## src/rtl/ofs_plat_ccip_req_tracker.sv

```systemverilog
// CCI-P request tracker.
//
// The tracker passively monitors the four CCI-P channels and keeps counts of
// read and write lines in flight. From those counts it drives registered
// almost-full backpressure, tracks a single outstanding write fence, and
// provides a drain/quiesce handshake. It also reports sticky counter
// overflow and underflow errors.
//
// The small CCI-P type/predicate package below covers only the fields the
// tracker needs. It keeps this file self-contained.

package ccip_if_pkg;

  typedef logic [1:0] t_ccip_clLen;
  typedef logic [1:0] t_ccip_clNum;
  typedef logic [1:0] t_ccip_vc;

  typedef enum logic [3:0] {
    eREQ_RDLINE_I = 4'h0,
    eREQ_RDLINE_S = 4'h1
  } t_ccip_c0_req;

  typedef enum logic [3:0] {
    eREQ_WRLINE_I = 4'h0,
    eREQ_WRLINE_M = 4'h1,
    eREQ_WRPUSH_I = 4'h2,
    eREQ_WRFENCE  = 4'h4,
    eREQ_INTR     = 4'h6
  } t_ccip_c1_req;

  typedef enum logic [3:0] {
    eRSP_RDLINE = 4'h0,
    eRSP_UMSG   = 4'h4
  } t_ccip_c0_rsp;

  typedef enum logic [3:0] {
    eRSP_WRLINE  = 4'h0,
    eRSP_WRFENCE = 4'h4,
    eRSP_INTR    = 4'h6
  } t_ccip_c1_rsp;

  typedef struct packed {
    t_ccip_vc     vc_sel;
    t_ccip_clLen  cl_len;
    t_ccip_c0_req req_type;
    logic [41:0]  address;
    logic [15:0]  mdata;
  } t_ccip_c0_ReqMemHdr;

  typedef struct packed {
    t_ccip_vc     vc_sel;
    logic         sop;
    t_ccip_clLen  cl_len;
    t_ccip_c1_req req_type;
    logic [41:0]  address;
    logic [15:0]  mdata;
  } t_ccip_c1_ReqMemHdr;

  typedef struct packed {
    t_ccip_vc     vc_used;
    logic         hit_miss;
    t_ccip_clNum  cl_num;
    t_ccip_c0_rsp resp_type;
    logic [15:0]  mdata;
  } t_ccip_c0_RspMemHdr;

  typedef struct packed {
    t_ccip_vc     vc_used;
    logic         hit_miss;
    logic         format;
    t_ccip_clNum  cl_num;
    t_ccip_c1_rsp resp_type;
    logic [15:0]  mdata;
  } t_ccip_c1_RspMemHdr;

  typedef struct packed {
    t_ccip_c0_ReqMemHdr hdr;
    logic               valid;
  } t_if_ccip_c0_Tx;

  typedef struct packed {
    t_ccip_c1_ReqMemHdr hdr;
    logic [63:0]        data;
    logic               valid;
  } t_if_ccip_c1_Tx;

  typedef struct packed {
    t_ccip_c0_RspMemHdr hdr;
    logic [63:0]        data;
    logic               rspValid;
    logic               mmioRdValid;
    logic               mmioWrValid;
  } t_if_ccip_c0_Rx;

  typedef struct packed {
    t_ccip_c1_RspMemHdr hdr;
    logic               rspValid;
  } t_if_ccip_c1_Rx;

  function automatic logic isReadReq(input t_if_ccip_c0_Tx r);
    return r.valid &&
           ((r.hdr.req_type == eREQ_RDLINE_I) || (r.hdr.req_type == eREQ_RDLINE_S));
  endfunction

  function automatic logic isWriteReq(input t_if_ccip_c1_Tx r);
    return r.valid &&
           ((r.hdr.req_type == eREQ_WRLINE_I) || (r.hdr.req_type == eREQ_WRLINE_M) ||
            (r.hdr.req_type == eREQ_WRPUSH_I));
  endfunction

  function automatic logic isWriteFenceReq(input t_if_ccip_c1_Tx r);
    return r.valid && (r.hdr.req_type == eREQ_WRFENCE);
  endfunction

  function automatic logic isReadRsp(input t_if_ccip_c0_Rx r);
    return r.rspValid && (r.hdr.resp_type == eRSP_RDLINE);
  endfunction

  function automatic logic isWriteRsp(input t_if_ccip_c1_Rx r);
    return r.rspValid && (r.hdr.resp_type == eRSP_WRLINE);
  endfunction

  function automatic logic isWriteFenceRsp(input t_if_ccip_c1_Rx r);
    return r.rspValid && (r.hdr.resp_type == eRSP_WRFENCE);
  endfunction

endpackage

module ofs_plat_ccip_req_tracker
  import ccip_if_pkg::*;
#(
  parameter int MAX_RD_LINES = 512,
  parameter int MAX_WR_LINES = 512,
  parameter int AF_SLACK     = 8
)(
  input  logic                              clk,
  input  logic                              reset,
  input  t_if_ccip_c0_Tx                    c0Tx,
  input  t_if_ccip_c1_Tx                    c1Tx,
  input  t_if_ccip_c0_Rx                    c0Rx,
  input  t_if_ccip_c1_Rx                    c1Rx,
  input  logic                              drain_req,
  output logic [$clog2(MAX_RD_LINES+1)-1:0] rd_outstanding,
  output logic [$clog2(MAX_WR_LINES+1)-1:0] wr_outstanding,
  output logic                              c0_almostFull,
  output logic                              c1_almostFull,
  output logic                              fence_pending,
  output logic                              drain_done,
  output logic                              idle,
  output logic                              err_overflow,
  output logic                              err_underflow
);

  localparam int RD_W  = $clog2(MAX_RD_LINES + 1);
  localparam int WR_W  = $clog2(MAX_WR_LINES + 1);
  // Three spare bits hold count + 4 without wrapping.
  localparam int RD_SW = RD_W + 3;
  localparam int WR_SW = WR_W + 3;

  // Thresholds are clamped at zero when the slack exceeds the maximum.
  localparam int RD_AF = (MAX_RD_LINES > AF_SLACK) ? (MAX_RD_LINES - AF_SLACK) : 0;
  localparam int WR_AF = (MAX_WR_LINES > AF_SLACK) ? (MAX_WR_LINES - AF_SLACK) : 0;
  localparam logic [RD_W-1:0] RD_AF_LVL = RD_W'(RD_AF);
  localparam logic [WR_W-1:0] WR_AF_LVL = WR_W'(WR_AF);
  localparam logic [RD_W-1:0] RD_MAX    = RD_W'(MAX_RD_LINES);
  localparam logic [WR_W-1:0] WR_MAX    = WR_W'(MAX_WR_LINES);

  localparam logic [1:0] ST_RUN        = 2'd0;
  localparam logic [1:0] ST_FENCE_WAIT = 2'd1;
  localparam logic [1:0] ST_DRAIN      = 2'd2;
  localparam logic [1:0] ST_DRAINED    = 2'd3;

  logic [1:0] state;
  logic [1:0] state_next;

  logic rd_req, rd_rsp, wr_req, wr_rsp, fence_req, fence_rsp;

  logic [2:0]       rd_add;
  logic [2:0]       rd_sub;
  logic [RD_SW-1:0] rd_sum;
  logic [RD_SW-1:0] rd_diff;
  logic [RD_W-1:0]  rd_next;
  logic             rd_ovf, rd_unf;

  logic [2:0]       wr_add;
  logic [2:0]       wr_sub;
  logic [WR_SW-1:0] wr_sum;
  logic [WR_SW-1:0] wr_diff;
  logic [WR_W-1:0]  wr_next;
  logic             wr_ovf, wr_unf;

  logic fence_pending_next;
  logic fence_ovf, fence_unf;

  // The tracker inspects only a few header fields. The remaining port
  // bits are folded here so that they register as intentionally ignored.
  logic unused_fields;
  assign unused_fields = ^{c0Tx, c1Tx, c0Rx, c1Rx};

  // Classify this cycle's traffic. Interrupts, UMsgs and MMIO are not counted.
  always_comb begin
    rd_req    = isReadReq(c0Tx);
    rd_rsp    = isReadRsp(c0Rx);
    wr_req    = isWriteReq(c1Tx);
    wr_rsp    = isWriteRsp(c1Rx);
    fence_req = isWriteFenceReq(c1Tx);
    fence_rsp = isWriteFenceRsp(c1Rx);
  end

  // Next read count: a request adds its full burst length, and each response
  // retires one line. The net change is clamped to [0, MAX].
  always_comb begin
    rd_add  = '0;
    rd_sub  = '0;
    rd_diff = '0;
    rd_next = rd_outstanding;
    rd_ovf  = 1'b0;
    rd_unf  = 1'b0;
    if (rd_req) rd_add = 3'(c0Tx.hdr.cl_len) + 3'd1;
    if (rd_rsp) rd_sub = 3'd1;
    rd_sum = RD_SW'(rd_outstanding) + RD_SW'(rd_add);
    if (rd_sum < RD_SW'(rd_sub)) begin
      rd_next = '0;
      rd_unf  = 1'b1;
    end else begin
      rd_diff = rd_sum - RD_SW'(rd_sub);
      if (rd_diff > RD_SW'(RD_MAX)) begin
        rd_next = RD_MAX;
        rd_ovf  = 1'b1;
      end else begin
        rd_next = rd_diff[RD_W-1:0];
      end
    end
  end

  // Next write count: each write beat adds one line. A packed response
  // retires cl_num+1 lines, and an unpacked response retires one line.
  always_comb begin
    wr_add  = '0;
    wr_sub  = '0;
    wr_diff = '0;
    wr_next = wr_outstanding;
    wr_ovf  = 1'b0;
    wr_unf  = 1'b0;
    if (wr_req) wr_add = 3'd1;
    if (wr_rsp) wr_sub = c1Rx.hdr.format ? (3'(c1Rx.hdr.cl_num) + 3'd1) : 3'd1;
    wr_sum = WR_SW'(wr_outstanding) + WR_SW'(wr_add);
    if (wr_sum < WR_SW'(wr_sub)) begin
      wr_next = '0;
      wr_unf  = 1'b1;
    end else begin
      wr_diff = wr_sum - WR_SW'(wr_sub);
      if (wr_diff > WR_SW'(WR_MAX)) begin
        wr_next = WR_MAX;
        wr_ovf  = 1'b1;
      end else begin
        wr_next = wr_diff[WR_W-1:0];
      end
    end
  end

  // Fence bookkeeping and the run/fence/drain state machine.
  // A response and a new fence in the same cycle replace the outstanding
  // fence with the new one. That case is not treated as a second fence.
  always_comb begin
    fence_pending_next = (fence_pending & ~fence_rsp) | fence_req;
    fence_ovf          = fence_req & fence_pending & ~fence_rsp;
    fence_unf          = fence_rsp & ~fence_pending;
    state_next         = state;
    case (state)
      ST_RUN: begin
        if (drain_req)      state_next = ST_DRAIN;
        else if (fence_req) state_next = ST_FENCE_WAIT;
      end
      ST_FENCE_WAIT: begin
        if (drain_req)      state_next = ST_DRAIN;
        else if (fence_rsp) state_next = ST_RUN;
      end
      ST_DRAIN: begin
        if ((rd_next == '0) && (wr_next == '0) && !fence_pending_next)
          state_next = ST_DRAINED;
      end
      ST_DRAINED: begin
        if (!drain_req) state_next = ST_RUN;
      end
      default: state_next = ST_RUN;
    endcase
  end

  // Register the counts, state, status and backpressure from next-state values.
  always_ff @(posedge clk or posedge reset) begin
    if (reset) begin
      state          <= ST_RUN;
      rd_outstanding <= '0;
      wr_outstanding <= '0;
      fence_pending  <= 1'b0;
      drain_done     <= 1'b0;
      idle           <= 1'b1;
      c0_almostFull  <= 1'b0;
      c1_almostFull  <= 1'b0;
      err_overflow   <= 1'b0;
      err_underflow  <= 1'b0;
    end else begin
      state          <= state_next;
      rd_outstanding <= rd_next;
      wr_outstanding <= wr_next;
      fence_pending  <= fence_pending_next;
      drain_done     <= (state_next == ST_DRAINED) && (state != ST_DRAINED);
      idle           <= (rd_next == '0) && (wr_next == '0) && !fence_pending_next;
      c0_almostFull  <= (rd_next >= RD_AF_LVL) ||
                        (state_next == ST_DRAIN) || (state_next == ST_DRAINED);
      c1_almostFull  <= (wr_next >= WR_AF_LVL) || (state_next != ST_RUN);
      err_overflow   <= err_overflow  | rd_ovf | wr_ovf | fence_ovf;
      err_underflow  <= err_underflow | rd_unf | wr_unf | fence_unf;
    end
  end

endmodule
```

## config.mk

```make
export PLATFORM = sky130hd
export DESIGN_NAME = ofs_plat_ccip_req_tracker
export DESIGN_NICKNAME = d
export VERILOG_FILES = /design/src/rtl/ofs_plat_ccip_req_tracker.sv
export SDC_FILE = /design/constraint.sdc
export NUM_CORES = 1
export LEC_CHECK = 0
export BUFFER_PORTS_ARGS = -buffer_cell sky130_fd_sc_hd__buf_2
export CAP_MARGIN = 20
export CORE_AREA = 4 4 133 135
export DETAILED_ROUTE_END_ITERATION = 16
export DIE_AREA = 0 0 137 139
export SYNTH_ARGS = -nofsm -noshare
export SYNTH_HDL_FRONTEND = slang
export SYNTH_SLANG_ARGS = --single-unit
```

## constraint.sdc

```tcl
create_clock -name clk -period 9.25 [get_ports clk]
set_input_delay 1.85 -clock clk [delete_from_list [all_inputs] [get_ports clk]]
set_output_delay 1.85 -clock clk [all_outputs]
set_load 0.02 [all_outputs]
```

==> results of run 1 <==
-- cells in the mapped netlist (all sizes together) (3+ instances only) --
library cell / count
nand2: 19
and2: 4
and3: 9
inv: 15
o21ai: 13
nor2: 43
nor2b: 6
buf: 6
a211o: 3
clkbuf: 3
a21oi: 13
o31a: 3
ha: 12
nor3: 7
nand4: 5
nor4b: 4
mux2i: 3
a31oi: 5
nor4: 4
a2111oi: 3
xnor2: 15
or4: 6
o21a: 4
nand3: 19
a21boi: 4
dfrtp: 28
a21o: 3
nand2b: 8
a211oi: 3
xor2: 9
-- power by group --
| group | total, mW | switching, mW | internal, mW |
|---|---|---|---|
| registers | 0.258 | 0.0840 | 0.174 |
| clock network | 0.192 | 0.0580 | 0.134 |
| logic | 0.550 | 0.334 | 0.215 |
-- logic make-up after synthesis --
kind of cell               after synthesis  share of synthesized area
buffers and inverters                   24                     0.0380
and+or+nand+nor                        145                      0.298
adders and majority gates               14                     0.0722
DFF                                     29                      0.276
xor gates and xnor gates                24                     0.0855
AOI/OAI and AO/OA                       72                      0.219
muxes                                    3                     0.0114
-- area by class of cell --
type,instances,area (um2)
clock buffers,6,139
clock inverters,2,37.5
fillers,1875,13200
inverters,15,56.3
multi-input cells,258,1810
flip-flops and latches,29,727
well taps,220,275
repair buffers,54,273
-- metal layers --
layer  track usage  up-vias
met5             0        -
met4        0.0173        0
met3        0.0142        8
met2         0.121       74
met1         0.122     1208
li1              -     1248
-- registers in the layout (all words and copies together), names as in the netlist --
| name | count |
|---|---|
| fence_pending | 1 |
| idle | 1 |
| wr_outstanding | 10 |
| err_underflow | 1 |
| c0_almostFull | 1 |
| rd_outstanding | 10 |
| drain_done | 1 |
| err_overflow | 1 |
| c1_almostFull | 1 |
| state | 2 |
-- metrics by stage --
stage / instance area, um2 / power [mW] / hold WS [ns] / worst slack (ns)
2_1_floorplan: 2640 / 0.664 / 0.561 / 3.98
3_3_place_gp: 3140 / 0.803 / 0.515 / 3.08
3_5_place_dp: 3140 / 0.805 / 0.511 / 3.07
4_1_cts: 3320 / 1.01 / 0.535 / 3.32
5_1_grt: 3320 / 1.08 / 0.551 / 3.01
6_report: 3320 / 1.00 / 0.536 / 3.49
-- final timing paths --
check	start	to	slack, ns	depth (start not counted)
worst min-delay path	err_underflow	err_underflow	0.54	2
worst max register to register	wr_outstanding[0]	c1_almostFull	5.44	12
worst max-delay path	c0Tx[60]	state[0]	3.49	15
worst min register to register	err_underflow	err_underflow	0.54	2
max in group asynchronous	reset	idle	7.30	3
min in group asynchronous	reset	rd_outstanding[5]	1.63	3
-- worst max-delay path: cells and delay by family --
| family | cells | cell delay (ns) |
|---|---|---|
| simple gates | 6 | 1.75 |
| buf+inv | 2 | 0.17 |
| fa+ha+maj | 2 | 0.67 |
| compound gates | 3 | 1.07 |
| xor+xnor | 2 | 0.38 |
==> results_dict.tcl, run 1 <==
set metrics [dict create \
    rsz0062_at_grt "false" \
    cts_root_buf "clkbuf_16" \
    initial_core_util 0.160 \
    finalCoreUtilization 0.201 \
    cts_max_level 2 \
    fin_crit_sh 0.623 \
    instances_no_fill 584 \
    clkSinkCount 29 \
    worst_ir_drop_vdd_mv 0.126 \
    cts_resized 0 \
    routed_via_density 4.35 \
    min_period_ns 5.76 \
    drv_cap 0 \
    dr.pass1.iters 4 \
    syn-cell-area_um2 2640 \
    clk_path_buf_depth 2 \
    post-cts-setup-buffers 0 \
    maxSlewViolCount 0 \
    critical_path_arrival_ns 5.91 \
    clk_transition_reported_paths_ns 0.05 \
    cts_tree "built" \
    fin_skew_ns 0.00567 \
    die_x_um 137 \
    worstSkewPairLatency_ns 0.28 \
    p_per_area_nw_per_um2 302 \
    synth_top_flop_cell "dfrtp_1" \
    cts_made_buffers 5 \
    finalSetupTns_ns 0 \
    synth_edf_count 0 \
    wl_met2_um 3280 \
    antenna_found_initial 0 \
    syn-mean-instance-area_um2 8.47 \
    async_flop_share 1.00 \
    gp_congestion 0.836 \
    drc 0 \
    highest_layer "met4" \
    crit_fanout 5 \
    ys_ff_latch 29 \
    cp_data_required_time_ns 9.40 \
    layout.nets 698 \
    ant_nets 0 \
    core-area_um2 16500 \
    worstHoldPathType "reg -> reg" \
    dp.final_hpwl_um 5970 \
    ys_seq_area_frac 0.276 \
    io_buffers 53 \
    slowest_stage "nor4b_1" \
    wl_met3_um 341 \
    layout_commonest_cell "buf_2" \
    final_cell_mix "53 x buf_2, 41 x nor2_1, 28 x dfrtp_1" \
    setup_viol_count_final 0 \
    synth.distinct_cells 69 \
    rows 47 \
    startpoint_type "input pin" \
    diodes 0 \
    hold_viol_final 0 \
    grt_pass1_wl_um 12900 \
    fmax_ghz 0.174 \
    synth_nets 646 \
    overflow 0 \
    yosys.area.top_type_share 0.266 \
    grt_start_max_net_pins 30 \
    max_slew_margin 0.514 \
    cp-end-kind "register" \
    yosysTopAreaCell "dfrtp_1" \
    track_usage 0.0811 \
    place_inst 576 \
    critical_path.cell_chain "buf_2, nor4b_1, nor2b_1, ha_1, inv_1, fa_1, xor2_2, nand3_2, or4_1, a32o_2, nor2_4, xor2_2, a2111oi_4, nor4_4, a311o_1" \
    drt-initial-drc-count 130 \
    worst_pin_slew_ns 0.719 \
    drive_gt1_frac 0.214 \
    syn_to_final_growth_pct 25.8 \
    dieArea_um2 19000 \
    synthTopCellsByArea "dfrtp_1 27%, nor2_1 5.8%, ha_1 5.7%" \
    holdBufCountCts 0 \
    io_pins 348 \
    die_h_um 139 \
    grt_pass1_vias 2524 \
    ys_warn_count 0 \
    crit_top_cell "xor2_2" \
    crit_type "in -> reg" \
    wl_per_cell_um 13.0 \
    wirelength_um 7610 \
    netlist_instances 311 \
    via_count 2538 \
    max_stage_delay_ns 0.60 \
    leakage_nw 1.34 \
    m1WireLength_um 3920 \
    status "completed" \
]
Power figures use the tool's default switching activity.
==> run 2, diff against run 1 <==
Settings changed: CORE_AREA 4 4 133 135 to 4 4 135 137, DIE_AREA 0 0 137 139 to 0 0 139 141.
Clock period 9.25 ns to 5.45 ns, I/O delays scaled along.
==> results_dict.tcl, run 2 (synthesized netlist as in run 1, its figures left out) <==
set metrics [dict create \
    fin_skew_ns 0.00376 \
    crit_type "in -> reg" \
    routed_via_density 4.35 \
    layout.nets 705 \
    dr.pass1.iters 4 \
    antenna_found_initial 0 \
    largestRegisters "rd_outstanding x10, wr_outstanding x10, state x2" \
    p_per_area_nw_per_um2 513 \
    grt_start_max_net_pins 30 \
    final_area_um2 3370 \
    gp_congestion 0.846 \
    drv_cap 0 \
    dpl-instance-area_um2 3200 \
    diodes 0 \
    io_buffers 53 \
    rsz0062_at_grt "false" \
    setup_viol_count_final 0 \
    status "completed" \
    rows 48 \
    hold_viol_final 0 \
    min_period_ns 4.70 \
    die_x_um 139 \
    startpoint_type "input pin" \
    clk_path_buf_depth 2 \
    wl_per_cell_um 12.9 \
    crit_fanout 5 \
    finalSetupTns_ns 0 \
    cp-end-kind "register" \
    worst_ir_drop_vdd_mv 0.207 \
    fillers 1925 \
    cts_resized 0 \
    initial_core_util 0.154 \
    die_h_um 141 \
    grt_pass1_vias 2449 \
    worstSkewPairLatency_ns 0.27 \
    core-area_um2 17100 \
    post-cts-setup-buffers 0 \
    worstHoldPathType "reg -> reg" \
    track_usage 0.0780 \
    via_count 2595 \
    clk_transition_reported_paths_ns 0.05 \
    fin_crit_sh 0.863 \
    clkSinkCount 29 \
    cp_data_required_time_ns 5.60 \
    drive_gt1_frac 0.229 \
    pre_cts_ws_ns 0.458 \
    grt_pass1_wl_um 12700 \
    timing.final.ws_setup_ns 0.747 \
    max_slew_margin 0.447 \
    critical_path_arrival_ns 4.86 \
    worst_pin_slew_ns 0.818 \
    dp.final_hpwl_um 6100 \
    io_pins 348 \
    holdBufCountCts 0 \
    cts_root_buf "clkbuf_16" \
    leakage_nw 1.38 \
    cts_max_level 2 \
    layout_commonest_cell "buf_2" \
    multiInputGateArea_um2 1810 \
    wirelength_um 7690 \
    fmax_ghz 0.213 \
    finalCoreUtilization 0.198 \
    final_cell_mix "53 x buf_2, 41 x nor2_1, 28 x dfrtp_1" \
    cts_tree "built" \
    seqCellArea_um2 727 \
    syn_to_final_growth_pct 28.1 \
    maxSlewViolCount 0 \
    ant_nets 0 \
    overflow 0 \
    cts_made_buffers 5 \
    drc 0 \
    dieArea_um2 19600 \
    drt-initial-drc-count 122 \
]
-- run 2: cell types whose count changed in the layout (fill, tap and decap cells not counted), sizes merged --
cell  delta
buf      +7
-- run 2: metrics by stage --
step | hold WS (ns) | total power [mW] | std cells
finish | 0.532 | 1.73 | 596
global route | 0.572 | 1.86 | 596
CTS | 0.527 | 1.73 | 596
detailed placement | 0.503 | 1.40 | 588
global placement | 0.511 | 1.40 | 588
floorplan | 0.561 | 1.13 | 311
-- run 2: area by class of cell --
class | count | area share
Sequential cell | 29 | 0.215
Inverter | 15 | 0.0167
Clock inverter | 2 | 0.0111
Tap cell | 225 | 0.0834
Multi-Input combinational cell | 258 | 0.536
Timing Repair Buffer | 61 | 0.0964
Clock buffer | 6 | 0.0412
-- run 2: critical path: stages --
cell,delay [ns]
buf_2,0.09
nor4b_1,0.30
buf_4,0.18
nor2b_1,0.15
ha_1,0.22
inv_1,0.07
fa_1,0.46
xor2_2,0.28
nand3_2,0.20
or4_1,0.48
a32o_2,0.30
nor2_4,0.15
xor2_2,0.12
a2111oi_4,0.40
nor4_4,0.09
a311o_1,0.27
-- run 2: where the power goes --
part	leakage (nW)	internal, mW	switching (mW)	total [mW]
Sequential	0.363	0.296	0.142	0.438
Clock	0.0831	0.228	0.0980	0.326
Combinational	0.932	0.394	0.575	0.969
Total	1.38	0.917	0.815	1.73
-- run 2: worst paths after layout --
path	start	slack, ns	cells after the start	to
min in group asynchronous	reset	0.87	3	rd_outstanding[5]
max in group asynchronous	reset	4.26	3	idle
worst max register to register	rd_outstanding[0]	1.87	12	state[0]
worst max-delay path	c0Tx[60]	0.75	16	state[0]
worst min register to register	err_overflow	0.53	2	err_overflow
worst min-delay path	err_overflow	0.53	2	err_overflow
-- run 2: metal layers --
| metal | vias up | global-route usage | wire (um) |
|---|---|---|---|
| li1 | 1271 | - | - |
| met1 | 1217 | 0.113 | 3770 |
| met2 | 101 | 0.118 | 3360 |
| met3 | 6 | 0.0159 | 493 |
| met4 | 0 | 0.0206 | 78 |
| met5 | - | 0 | 0 |
==> run 3, diff against run 2 <==
--- a/config.mk
+++ b/config.mk
@@ -11,4 +11,6 @@
 export DETAILED_ROUTE_END_ITERATION = 16
 export DIE_AREA = 0 0 139 141
+export GPL_ROUTABILITY_DRIVEN = 0
+export REMOVE_ABC_BUFFERS = 1
 export SYNTH_ARGS = -nofsm -noshare
 export SYNTH_HDL_FRONTEND = slang
==> constraint.sdc (replaced) <==
create_clock -name clk -period 5.45 [get_ports clk]
set_input_delay 0.2725 -clock clk [delete_from_list [all_inputs] [get_ports clk]]
set_output_delay 0.2725 -clock clk [all_outputs]
set_load 0.02 [all_outputs]
==> results_dict.tcl, run 3 (synthesized netlist as in run 1, its figures left out) <==
set metrics [dict create \
    min_period_ns 4.14 \
    drt-initial-drc-count 202 \
    crit_fanout 5 \
    rows 48 \
    layout_commonest_cell "buf_2" \
    fmax_ghz 0.241 \
    maxSlewViolCount 0 \
    final_cell_mix "53 x buf_2, 41 x nor2_1, 28 x dfrtp_1" \
    wl_per_cell_um 13.0 \
    dieArea_um2 19600 \
    setup_viol_count_final 0 \
    worst_pin_slew_ns 0.743 \
    dr.pass1.iters 4 \
    die_x_um 139 \
    ant_nets 0 \
    crit_type "in -> reg" \
    cp-end-kind "register" \
    via_count 2566 \
    cts_tree "built" \
    antenna_found_initial 0 \
    finalSetupTns_ns 0 \
    fin_skew_ns 0.00845 \
    path_buf_inv 2 \
    fillers 1943 \
    diodes 0 \
    pre_cts_ws_ns 0.954 \
    timing.final.ws_setup_ns 1.31 \
    largestRegisters "rd_outstanding x10, wr_outstanding x10, state x2" \
    post-cts-setup-buffers 0 \
    wirelength_um 7670 \
    dpl-instance-area_um2 3150 \
    worstSkewPairLatency_ns 0.27 \
    critical_path.cell_chain "buf_2, nor4b_1, nor2b_1, ha_1, inv_1, fa_1, xor2_2, nand3_2, or4_1, a32o_2, nor2_4, xor2_2, a2111oi_4, nor4_4, a311o_1" \
    max_stage_delay_ns 0.59 \
    p_per_area_nw_per_um2 496 \
    rsz0062_at_grt "false" \
    holdBufCountCts 0 \
    layout.nets 698 \
    grt_pass1_wl_um 12500 \
    clk_transition_reported_paths_ns 0.05 \
    critical_path_arrival_ns 4.30 \
    drv_cap 0 \
    slowest_stage "nor4b_1" \
    status "completed" \
    cts_made_buffers 5 \
    cts_resized 0 \
    worst_ir_drop_vdd_mv 0.214 \
    routed_via_density 4.36 \
    overflow 0 \
    clkSinkCount 29 \
    io_pins 348 \
    max_slew_margin 0.498 \
    dp.final_hpwl_um 6050 \
    syn_to_final_growth_pct 24.6 \
    clk_path_buf_depth 2 \
    track_usage 0.0765 \
    die_h_um 141 \
    core-area_um2 17100 \
    fin_crit_sh 0.760 \
    path_delay_family "simple AND/OR/NAND/NOR gates" \
    drc 0 \
    initial_core_util 0.154 \
    finalCoreUtilization 0.193 \
    hold_viol_final 0 \
    grt_pass1_vias 2460 \
    worstHoldPathType "in -> async" \
    final_area_um2 3280 \
    cts_max_level 2 \
    startpoint_type "input pin" \
    cts_root_buf "clkbuf_16" \
    cp_data_required_time_ns 5.60 \
    leakage_nw 1.33 \
    drive_gt1_frac 0.212 \
    grt_start_max_net_pins 30 \
    crit_top_cell "xor2_2" \
    io_buffers 53 \
]
## run 3: cell count changes in the layout (fill, tap and decap cells not counted)
cell	previous run	this run
clkbuf_8	1	0
clkbuf_1	0	1
bufinv_16	1	0
clkinv_2	0	2
buf_4	8	1
clkinvlp_4	1	0
## run 3: worst paths after layout
| kind | slack, ns | start | to | cells after the start |
|---|---|---|---|---|
| setup / recovery | 1.31 | c0Tx[60] | state[0] | 15 |
| hold / removal | 0.07 | reset | rd_outstanding[3] | 3 |
| min in group clk | 0.27 | drain_req | c1_almostFull | 2 |
| setup reg to reg | 1.68 | wr_outstanding[0] | c1_almostFull | 12 |
| max in group asynchronous | 5.07 | reset | idle | 3 |
| hold reg to reg | 0.50 | err_overflow | err_overflow | 2 |
## run 3: stage by stage
stage / hold slack [ns] / total power [mW] / cells
6_report: 0.0689 / 1.63 / 589
5_1_grt: 0.132 / 1.76 / 589
4_1_cts: 0.0852 / 1.64 / 589
3_5_place_dp: 0.373 / 1.37 / 581
3_3_place_gp: 0.368 / 1.36 / 581
2_1_floorplan: 0.350 / 1.10 / 302
## run 3: layout make-up
class | count | area (um2) | area share
repair buffers | 54 | 273 | 0.0830
well taps | 225 | 282 | 0.0857
flip-flops and latches | 29 | 727 | 0.221
clock inverters | 2 | 10.0 | 0.00305
multi-input cells | 258 | 1810 | 0.550
clock buffers | 6 | 129 | 0.0392
inverters | 15 | 56.3 | 0.0171
## run 3: power by group
group | internal, mW | leakage [nW] | switching (mW)
Clock | 0.167 | 0.0706 | 0.0916
Combinational | 0.366 | 0.898 | 0.565
Sequential | 0.296 | 0.363 | 0.145
## run 3: routing by layer
metal | share of wire | GRT usage
met1 | 0.50 | 0.109
met2 | 0.43 | 0.117
met4 | 0.0096 | 0.0191
met3 | 0.063 | 0.0173
met5 | 0 | 0
## run 3: worst reg2reg max path, delay by kind of cell, from the launching register on
kind                       cells  cell delay, ns
DFF                            1            0.37
AOI/OAI and AO/OA              5            1.35
and+or+nand+nor                2            0.49
adders and majority gates      3            1.00
xor gates and xnor gates       2            0.41
